==> src/rtl/vga_layer_compositor_if.sv <==
// ---------------------------------------------------------------------------
// vga_layer_compositor_if
//   Bundles the renderer-facing inputs and the VGA-facing outputs of
//   vga_layer_compositor.
//   Renderer side (driven by master): layer_on, layer_rgb, bg_rgb, blink_mask.
//   Display side (driven by slave):   pixel_tick, pixel_x, pixel_y, frame_start,
//                                     hsync, vsync, red, green, blue.
//   N_LAYERS must match the compositor instance it is connected to.
// ---------------------------------------------------------------------------
interface vga_layer_compositor_if #(
   parameter int unsigned N_LAYERS = 2
);
   logic [N_LAYERS-1:0]   layer_on;
   logic [8*N_LAYERS-1:0] layer_rgb;
   logic [7:0]            bg_rgb;
   logic [N_LAYERS-1:0]   blink_mask;

   logic                  pixel_tick;
   logic [9:0]            pixel_x;
   logic [9:0]            pixel_y;
   logic                  frame_start;
   logic                  hsync;
   logic                  vsync;
   logic [2:0]            red;
   logic [2:0]            green;
   logic [1:0]            blue;

   modport master (
      output layer_on, layer_rgb, bg_rgb, blink_mask,
      input  pixel_tick, pixel_x, pixel_y, frame_start, hsync, vsync, red, green, blue
   );

   modport slave (
      input  layer_on, layer_rgb, bg_rgb, blink_mask,
      output pixel_tick, pixel_x, pixel_y, frame_start, hsync, vsync, red, green, blue
   );
endinterface

==> src/rtl/vga_layer_compositor.sv <==
// ---------------------------------------------------------------------------
// vga_layer_compositor
//   VGA sync generator plus an N-layer priority compositor with a registered
//   RGB332 output. Syncs and video_on are delayed to line up with the
//   renderer latency so that pins change together.
//
// Ports
//   clk    : system clock
//   reset  : asynchronous, active-low reset
//   bus    : vga_layer_compositor_if.slave
//            in : layer_on[N], layer_rgb[8N] (layer i at [8i+7:8i]), bg_rgb,
//                 blink_mask[N]
//            out: pixel_tick, pixel_x, pixel_y, frame_start, hsync, vsync
//                 (active low), red[3], green[3], blue[2]
//
// Configuration
//   VGA_BLINK_EN : when defined, layers selected by blink_mask are hidden
//                  during alternate groups of BLINK_FRAMES frames.
// ---------------------------------------------------------------------------
module vga_layer_compositor #(
   parameter int unsigned H_DISP       = 640,
   parameter int unsigned H_FP         = 16,
   parameter int unsigned H_SYNC       = 96,
   parameter int unsigned H_BP         = 48,
   parameter int unsigned V_DISP       = 480,
   parameter int unsigned V_FP         = 10,
   parameter int unsigned V_SYNC       = 2,
   parameter int unsigned V_BP         = 33,
   parameter int unsigned TICK_DIV     = 2,
   parameter int unsigned N_LAYERS     = 2,
   parameter int unsigned LAYER_LAT    = 1,
   parameter int unsigned BLINK_FRAMES = 30
) (
   input  logic                 clk,
   input  logic                 reset,
   vga_layer_compositor_if.slave bus
);

   localparam int unsigned H_TOTAL = H_DISP + H_FP + H_SYNC + H_BP;
   localparam int unsigned V_TOTAL = V_DISP + V_FP + V_SYNC + V_BP;
   localparam int unsigned DIV_W   = (TICK_DIV > 1) ? $clog2(TICK_DIV) : 1;

   // {hsync, vsync, video_on}; value held by alignment stages out of reset
   localparam logic [2:0] SYNC_IDLE = 3'b110;

   // -------------------------------------------------------------------------
   // Pixel strobe
   // -------------------------------------------------------------------------
   logic [DIV_W-1:0] div_q, div_d;
   logic             run_q;
   logic             tick;

   always_comb begin
      if (div_q == DIV_W'(TICK_DIV - 1)) begin
         div_d = '0;
      end else begin
         div_d = div_q + 1'b1;
      end
   end

   // run_q keeps the strobe low while in reset, which matters for TICK_DIV=1
   assign tick = run_q && (div_q == DIV_W'(TICK_DIV - 1));

   always_ff @(posedge clk or negedge reset) begin
      if (!reset) begin
         div_q <= '0;
         run_q <= 1'b0;
      end else begin
         div_q <= div_d;
         run_q <= 1'b1;
      end
   end

   // -------------------------------------------------------------------------
   // Raster counters
   // -------------------------------------------------------------------------
   logic [9:0] x_q, x_d;
   logic [9:0] y_q, y_d;

   always_comb begin
      x_d = x_q;
      y_d = y_q;
      if (tick) begin
         if (x_q == 10'(H_TOTAL - 1)) begin
            x_d = '0;
            if (y_q == 10'(V_TOTAL - 1)) begin
               y_d = '0;
            end else begin
               y_d = y_q + 10'd1;
            end
         end else begin
            x_d = x_q + 10'd1;
         end
      end
   end

   always_ff @(posedge clk or negedge reset) begin
      if (!reset) begin
         x_q <= '0;
         y_q <= '0;
      end else begin
         x_q <= x_d;
         y_q <= y_d;
      end
   end

   logic frame_start;
   assign frame_start = tick && (x_q == '0) && (y_q == '0);

   // -------------------------------------------------------------------------
   // Raw timing decode and renderer-latency alignment
   // -------------------------------------------------------------------------
   logic       hs_raw, vs_raw, vid_raw;
   logic [2:0] raw;
   logic [2:0] dly;

   always_comb begin
      hs_raw  = !((x_q >= 10'(H_DISP + H_FP)) && (x_q < 10'(H_DISP + H_FP + H_SYNC)));
      vs_raw  = !((y_q >= 10'(V_DISP + V_FP)) && (y_q < 10'(V_DISP + V_FP + V_SYNC)));
      vid_raw = (x_q < 10'(H_DISP)) && (y_q < 10'(V_DISP));
      raw     = {hs_raw, vs_raw, vid_raw};
   end

   generate
      if (LAYER_LAT == 0) begin : g_no_lat
         assign dly = raw;
      end else begin : g_lat
         logic [2:0] pipe_q [LAYER_LAT];

         always_ff @(posedge clk or negedge reset) begin
            if (!reset) begin
               for (int i = 0; i < int'(LAYER_LAT); i++) begin
                  pipe_q[i] <= SYNC_IDLE;
               end
            end else if (tick) begin
               pipe_q[0] <= raw;
               for (int i = 1; i < int'(LAYER_LAT); i++) begin
                  pipe_q[i] <= pipe_q[i-1];
               end
            end
         end

         assign dly = pipe_q[LAYER_LAT-1];
      end
   endgenerate

   // -------------------------------------------------------------------------
   // Effective layer enables (optional blink)
   // -------------------------------------------------------------------------
   logic [N_LAYERS-1:0] layer_eff;

`ifdef VGA_BLINK_EN
   localparam int unsigned FR_W = (BLINK_FRAMES > 1) ? $clog2(BLINK_FRAMES) : 1;

   logic [FR_W-1:0] frame_cnt_q;
   logic            blink_phase_q;
   logic            first_frame_q;

   // The counter counts completed frames: the frame_start that opens the very
   // first frame after reset does not advance it, so frames 0..BLINK_FRAMES-1
   // are all shown with blink_phase=0.
   always_ff @(posedge clk or negedge reset) begin
      if (!reset) begin
         frame_cnt_q   <= '0;
         blink_phase_q <= 1'b0;
         first_frame_q <= 1'b1;
      end else if (frame_start) begin
         if (first_frame_q) begin
            first_frame_q <= 1'b0;
         end else if (frame_cnt_q == FR_W'(BLINK_FRAMES - 1)) begin
            frame_cnt_q   <= '0;
            blink_phase_q <= ~blink_phase_q;
         end else begin
            frame_cnt_q <= frame_cnt_q + 1'b1;
         end
      end
   end

   assign layer_eff = bus.layer_on & ~({N_LAYERS{blink_phase_q}} & bus.blink_mask);
`else
   logic unused_blink;
   assign unused_blink = ^{bus.blink_mask, 32'(BLINK_FRAMES)};
   assign layer_eff    = bus.layer_on;
`endif

   // -------------------------------------------------------------------------
   // Priority compositor and output registers
   // -------------------------------------------------------------------------
   logic [7:0] rgb_sel;
   logic [7:0] rgb_d, rgb_q;
   logic       hsync_q, vsync_q;

   // Later (higher-index) layers overwrite earlier ones: highest index wins.
   always_comb begin
      rgb_sel = bus.bg_rgb;
      for (int i = 0; i < int'(N_LAYERS); i++) begin
         if (layer_eff[i]) begin
            rgb_sel = bus.layer_rgb[8*i +: 8];
         end
      end
      rgb_d = dly[0] ? rgb_sel : 8'h00;
   end

   always_ff @(posedge clk or negedge reset) begin
      if (!reset) begin
         hsync_q <= 1'b1;
         vsync_q <= 1'b1;
         rgb_q   <= 8'h00;
      end else if (tick) begin
         hsync_q <= dly[2];
         vsync_q <= dly[1];
         rgb_q   <= rgb_d;
      end
   end

   assign bus.pixel_tick  = tick;
   assign bus.pixel_x     = x_q;
   assign bus.pixel_y     = y_q;
   assign bus.frame_start = frame_start;
   assign bus.hsync       = hsync_q;
   assign bus.vsync       = vsync_q;
   assign bus.red         = rgb_q[7:5];
   assign bus.green       = rgb_q[4:2];
   assign bus.blue        = rgb_q[1:0];

endmodule

==> src/flat_wrapper.sv <==
// flat-port wrapper written by rule: the top's interface ports become plain ports
module vga_layer_compositor_flat 
#(
   parameter int unsigned H_DISP       = 640,
   parameter int unsigned H_FP         = 16,
   parameter int unsigned H_SYNC       = 96,
   parameter int unsigned H_BP         = 48,
   parameter int unsigned V_DISP       = 480,
   parameter int unsigned V_FP         = 10,
   parameter int unsigned V_SYNC       = 2,
   parameter int unsigned V_BP         = 33,
   parameter int unsigned TICK_DIV     = 2,
   parameter int unsigned N_LAYERS     = 2,
   parameter int unsigned LAYER_LAT    = 1,
   parameter int unsigned BLINK_FRAMES = 30
)
  (clk, reset, bus_layer_on, bus_layer_rgb, bus_bg_rgb, bus_blink_mask, bus_pixel_tick, bus_pixel_x, bus_pixel_y, bus_frame_start, bus_hsync, bus_vsync, bus_red, bus_green, bus_blue);
  vga_layer_compositor_if #(.N_LAYERS(N_LAYERS)) bus_i ();
  input  logic clk;
  input  logic reset;
  input wire logic [$bits(bus_i.layer_on)-1:0] bus_layer_on;
  input wire logic [$bits(bus_i.layer_rgb)-1:0] bus_layer_rgb;
  input wire logic [$bits(bus_i.bg_rgb)-1:0] bus_bg_rgb;
  input wire logic [$bits(bus_i.blink_mask)-1:0] bus_blink_mask;
  output wire logic [$bits(bus_i.pixel_tick)-1:0] bus_pixel_tick;
  output wire logic [$bits(bus_i.pixel_x)-1:0] bus_pixel_x;
  output wire logic [$bits(bus_i.pixel_y)-1:0] bus_pixel_y;
  output wire logic [$bits(bus_i.frame_start)-1:0] bus_frame_start;
  output wire logic [$bits(bus_i.hsync)-1:0] bus_hsync;
  output wire logic [$bits(bus_i.vsync)-1:0] bus_vsync;
  output wire logic [$bits(bus_i.red)-1:0] bus_red;
  output wire logic [$bits(bus_i.green)-1:0] bus_green;
  output wire logic [$bits(bus_i.blue)-1:0] bus_blue;
  assign bus_i.layer_on = bus_layer_on;
  assign bus_i.layer_rgb = bus_layer_rgb;
  assign bus_i.bg_rgb = bus_bg_rgb;
  assign bus_i.blink_mask = bus_blink_mask;
  assign bus_pixel_tick = bus_i.pixel_tick;
  assign bus_pixel_x = bus_i.pixel_x;
  assign bus_pixel_y = bus_i.pixel_y;
  assign bus_frame_start = bus_i.frame_start;
  assign bus_hsync = bus_i.hsync;
  assign bus_vsync = bus_i.vsync;
  assign bus_red = bus_i.red;
  assign bus_green = bus_i.green;
  assign bus_blue = bus_i.blue;
  vga_layer_compositor #(.H_DISP(H_DISP), .H_FP(H_FP), .H_SYNC(H_SYNC), .H_BP(H_BP), .V_DISP(V_DISP), .V_FP(V_FP), .V_SYNC(V_SYNC), .V_BP(V_BP), .TICK_DIV(TICK_DIV), .N_LAYERS(N_LAYERS), .LAYER_LAT(LAYER_LAT), .BLINK_FRAMES(BLINK_FRAMES)) u_core (.clk(clk), .reset(reset), .bus(bus_i));
endmodule
==> config.mk <==
export PLATFORM = sky130hd
export DESIGN_NAME = vga_layer_compositor_flat
export DESIGN_NICKNAME = d
export VERILOG_FILES = /design/src/rtl/vga_layer_compositor_if.sv /design/src/rtl/vga_layer_compositor.sv /design/src/flat_wrapper.sv
export SDC_FILE = /design/constraint.sdc
export NUM_CORES = 1
export LEC_CHECK = 0
export ABC_AREA = 1
export BUFFER_PORTS_ARGS = -buffer_cell sky130_fd_sc_hd__buf_4
export CORE_MARGIN = 2
export CORE_UTILIZATION = 40
export CTS_BUF_LIST = sky130_fd_sc_hd__clkbuf_8 sky130_fd_sc_hd__clkbuf_16
export CTS_CLUSTER_SIZE = 40
export DETAILED_ROUTE_END_ITERATION = 6
export GPL_TIMING_DRIVEN = 0
export HOLD_SLACK_MARGIN = 0.05
export PLACE_DENSITY = 0.73
export RECOVER_POWER = 50
export SLEW_MARGIN = 20
export SYNTH_ARGS = -nofsm -noshare
export SYNTH_HDL_FRONTEND = slang
export SYNTH_SLANG_ARGS = --single-unit
==> constraint.sdc <==
create_clock -name clk -period 1.5 [get_ports clk]
set_input_delay 0.15 -clock clk [delete_from_list [all_inputs] [get_ports clk]]
set_output_delay 0.15 -clock clk [all_outputs]
set_load 0.01 [all_outputs]
==> results.json <==
{
  "n_fill_cell": 472,
  "p_int_mw": 1.824,
  "max_freq_mhz": 581.1,
  "fin_nets": 369,
  "max-vdd-ir-drop_mv": 0.7312,
  "synth_cell_type_count": 26,
  "p_seq_share_pct": 44.5,
  "path_cells": "inv_2 -> ha_1 -> inv_1 -> nor2_2 -> nand4_1 -> nor4_2 -> buf_4",
  "cts_root_buffer": "clkbuf_8",
  "rows": 25,
  "fin_crit_sh_pct": 114.7,
  "grt_pass1_vias": 1718,
  "grt_pass1_wl_um": 7507,
  "cts_tree": "built",
  "start_util_pct": 42.20,
  "drv_cap": 0,
  "synth_edf_count": 0,
  "yosys_warnings": 0,
  "vias_per_cell": 4.804,
  "post-route-min-period_ns": 1.721,
  "tns_ns": -0.2208,
  "hold_viol_final": 0,
  "tightest_slew_ns": 0.8586,
  "rr_worst_depth": 6,
  "final_common_cell": "nand2_1",
  "syn_nets": 302,
  "synth_area_um2": 2019,
  "grt_setup_unrepaired": "true",
  "htreeDepth": 2,
  "path_class": "flip-flop to output pin",
  "detail-route-antenna-nets": 0,
  "layout_common_cells": "nand2_1 (70), buf_4 (49), inv_1 (36)",
  "cp_top_family": "simple AND/OR/NAND/NOR gates",
  "vias": 1936,
  "fp.coreArea_um2": 4786,
  "clkPwrFrac_pct": 34.3,
  "gr-total-overflow": 0,
  "slew_headroom_pct": 42.76,
  "sw_frac_of_total_pct": 28.90,
  "die_area_um2": 5633,
  "fin_ws_ns": -0.2208,
  "ys_seq_area_share_pct": 43.62,
  "antennaDiodeCount": 0,
  "cp.arrival_ns": 1.57,
  "post_drt_wl_per_cell_um": 11.83,
  "critPathCaptureType": "output pin",
  "post-route-util_pct": 55.66,
  "path_depth": 7,
  "final_max_slew_viol_count": 0,
  "synth-seq-cells": 35,
  "leakage_nw": 1.380,
  "power_density_nw_per_um2": 963.1,
  "drive_gt1_share_pct": 27.08,
  "dp_hpwl_um": 3446,
  "setup_viol": 1,
  "async_flop_share_pct": 100.0,
  "synth.area.top_cells": "dfrtp_1 (38%), nand2_1 (13%), inv_1 (7.1%)",
  "syn_area_per_cell_um2": 7.535,
  "clock_latency_ns": 0.29,
  "crit_path_max_incr_delay_ns": 0.42,
  "io_pins": 62,
  "crit_path_max_fanout": 4,
  "drt_iter0_drc": 93,
  "hold_path_class": "input pin to flip-flop",
  "drc": 0,
  "grt_start_max_net_pins": 36,
  "portBuffers": 58,
  "grt_util_all_layers_pct": 17.44,
  "finClkSkew_ns": 0.004029,
  "syn_to_final_growth_pct": 31.91,
  "cts_buffers": 5,
  "synth_ff_type": "dfrtp_1",
  "synthCells": 268,
  "netlist.area_leader.share_pct": 38.41,
  "cts_buffer_depth": 2,
  "violations": "negative setup slack",
  "min_path_cells": 4,
  "die_y_um": 75.06,
  "dr.pass1.iters": 4,
  "die_x_um": 75.06,
  "critPathBufInv": 3,
  "clk_pin_slew_ns": 0.07,
  "cts.sinks": 35,
  "gp_congestion": 0.7791,
  "required_ns": 1.35,
  "status": "finished, violations left",
  "synth_top_area_cell": "dfrtp_1",
  "antenna_found_initial": 0,
  "p_sw_mw": 0.7416,
  "slowest_stage": "dfrtp_1",
  "p_comb_share_pct": 21.2,
  "critPathLaunchType": "flip-flop",
  "drt-total-wl_um": 4766
}
[worst reg2reg max path, cell delays in order (launching register included)]
cell and delay (ns):
dfrtp_1 0.46, nor2_2 0.22, nand3_1 0.22, nor2_4 0.21, inv_1 0.10, nand2_1 0.08
nor2_1 0.04
[per-stage QoR]
stage / cells / cell area, um2 / hold WS (ns) / power, mW / setup WS (ns)
floorplan: 268 / 2019 / -0.1456 / 1.431 / 0.1267
global placement: 393 / 2539 / 0.1296 / 1.698 / 0.01654
detailed placement: 393 / 2539 / 0.1302 / 1.710 / 0.005437
CTS: 402 / 2675 / 0.1836 / 2.606 / -0.2195
global route: 403 / 2664 / 0.2151 / 2.705 / -0.3431
finish: 403 / 2664 / 0.1881 / 2.566 / -0.2208
[power by group through the flow]
stage                     registers (mW)  logic, mW  clock network, mW
after floorplan                     1.18      0.254                  0
after global placement              1.15      0.544                  0
after detailed placement            1.16      0.550                  0
after CTS                           1.14      0.563              0.902
after global routing                1.16      0.611              0.938
final                               1.14      0.543              0.880
[layer usage]
metal	share of wire (%)	track usage [%]
met1	45	23.29
met2	45	27.68
met3	8.4	3.213
met4	1.7	7.738
met5	0	0
[worst paths after layout]
kind,start,end,slack [ns]
setup / recovery,u_core.bus.pixel_y[1],bus_frame_start,-0.22
min in group asynchronous,reset,u_core.bus.pixel_y[0],0.50
hold / removal,bus_layer_on[1],u_core.rgb_q[3],0.19
max in group asynchronous,reset,u_core.bus.pixel_x[4],0.40
hold reg to reg,u_core.dly[1],u_core.bus.vsync,0.47
setup reg to reg,u_core.bus.pixel_x[7],u_core.bus.pixel_x[5],0.06
[synthesized netlist by cell type, types with 4 or more instances]
| cell | number |
|---|---|
| a21oi_1 | 13 |
| dfstp_2 | 4 |
| nand3_1 | 22 |
| nor3_1 | 4 |
| nand2_1 | 71 |
| inv_1 | 38 |
| mux2_2 | 8 |
| nand4_1 | 5 |
| ha_1 | 4 |
| nor2_1 | 25 |
| dfrtp_1 | 31 |
| o21ai_0 | 16 |
[layout make-up]
class	instances	area [um2]	area share (%)
clock buffers	6	82.58	3.100
inverters	40	150.1	5.636
clock inverters	2	35.03	1.315
flip-flops and latches	35	882.1	33.11
multi-input cells	190	1002	37.62
plain buffers	4	18.77	0.7046
well taps	67	83.83	3.147
repair buffers	59	409.1	15.36
[flip-flops by register name, indices dropped and copies added, names as in the netlist]
register            flops
u_core.bus.vsync        1
u_core.bus.hsync        1
u_core.dly              3
u_core.div_q            1
u_core.bus.pixel_x     10
u_core.bus.pixel_y     10
u_core.run_q            1
u_core.rgb_q            8
[cell families (layout without fill, tap and decap cells)]
kind of cell             count (synthesis)  count (layout)  share of synthesized area, %
other                                    1               1                        0.1857
adder cells (fa/ha/maj)                  4               4                         2.478
XOR/XNOR                                 2               2                        0.8676
AO/OA/AOI/OAI                           35              35                         9.108
AND/OR/NAND/NOR                        139             140                         30.92
multiplexers                             8               8                         4.461
buffers and inverters                   44             111                         8.365
flip-flops                              35              35                         43.62
[repair_timing]
item,in CTS,in global routing
gates resized for setup,4,6
hold buffers,1,0
setup buffers,0,0
pin swaps,0,1
endpoints found under the hold margin,31,0
setup endpoints to repair,1,15
gates cloned,0,1
(Power assumes the default switching activity.)
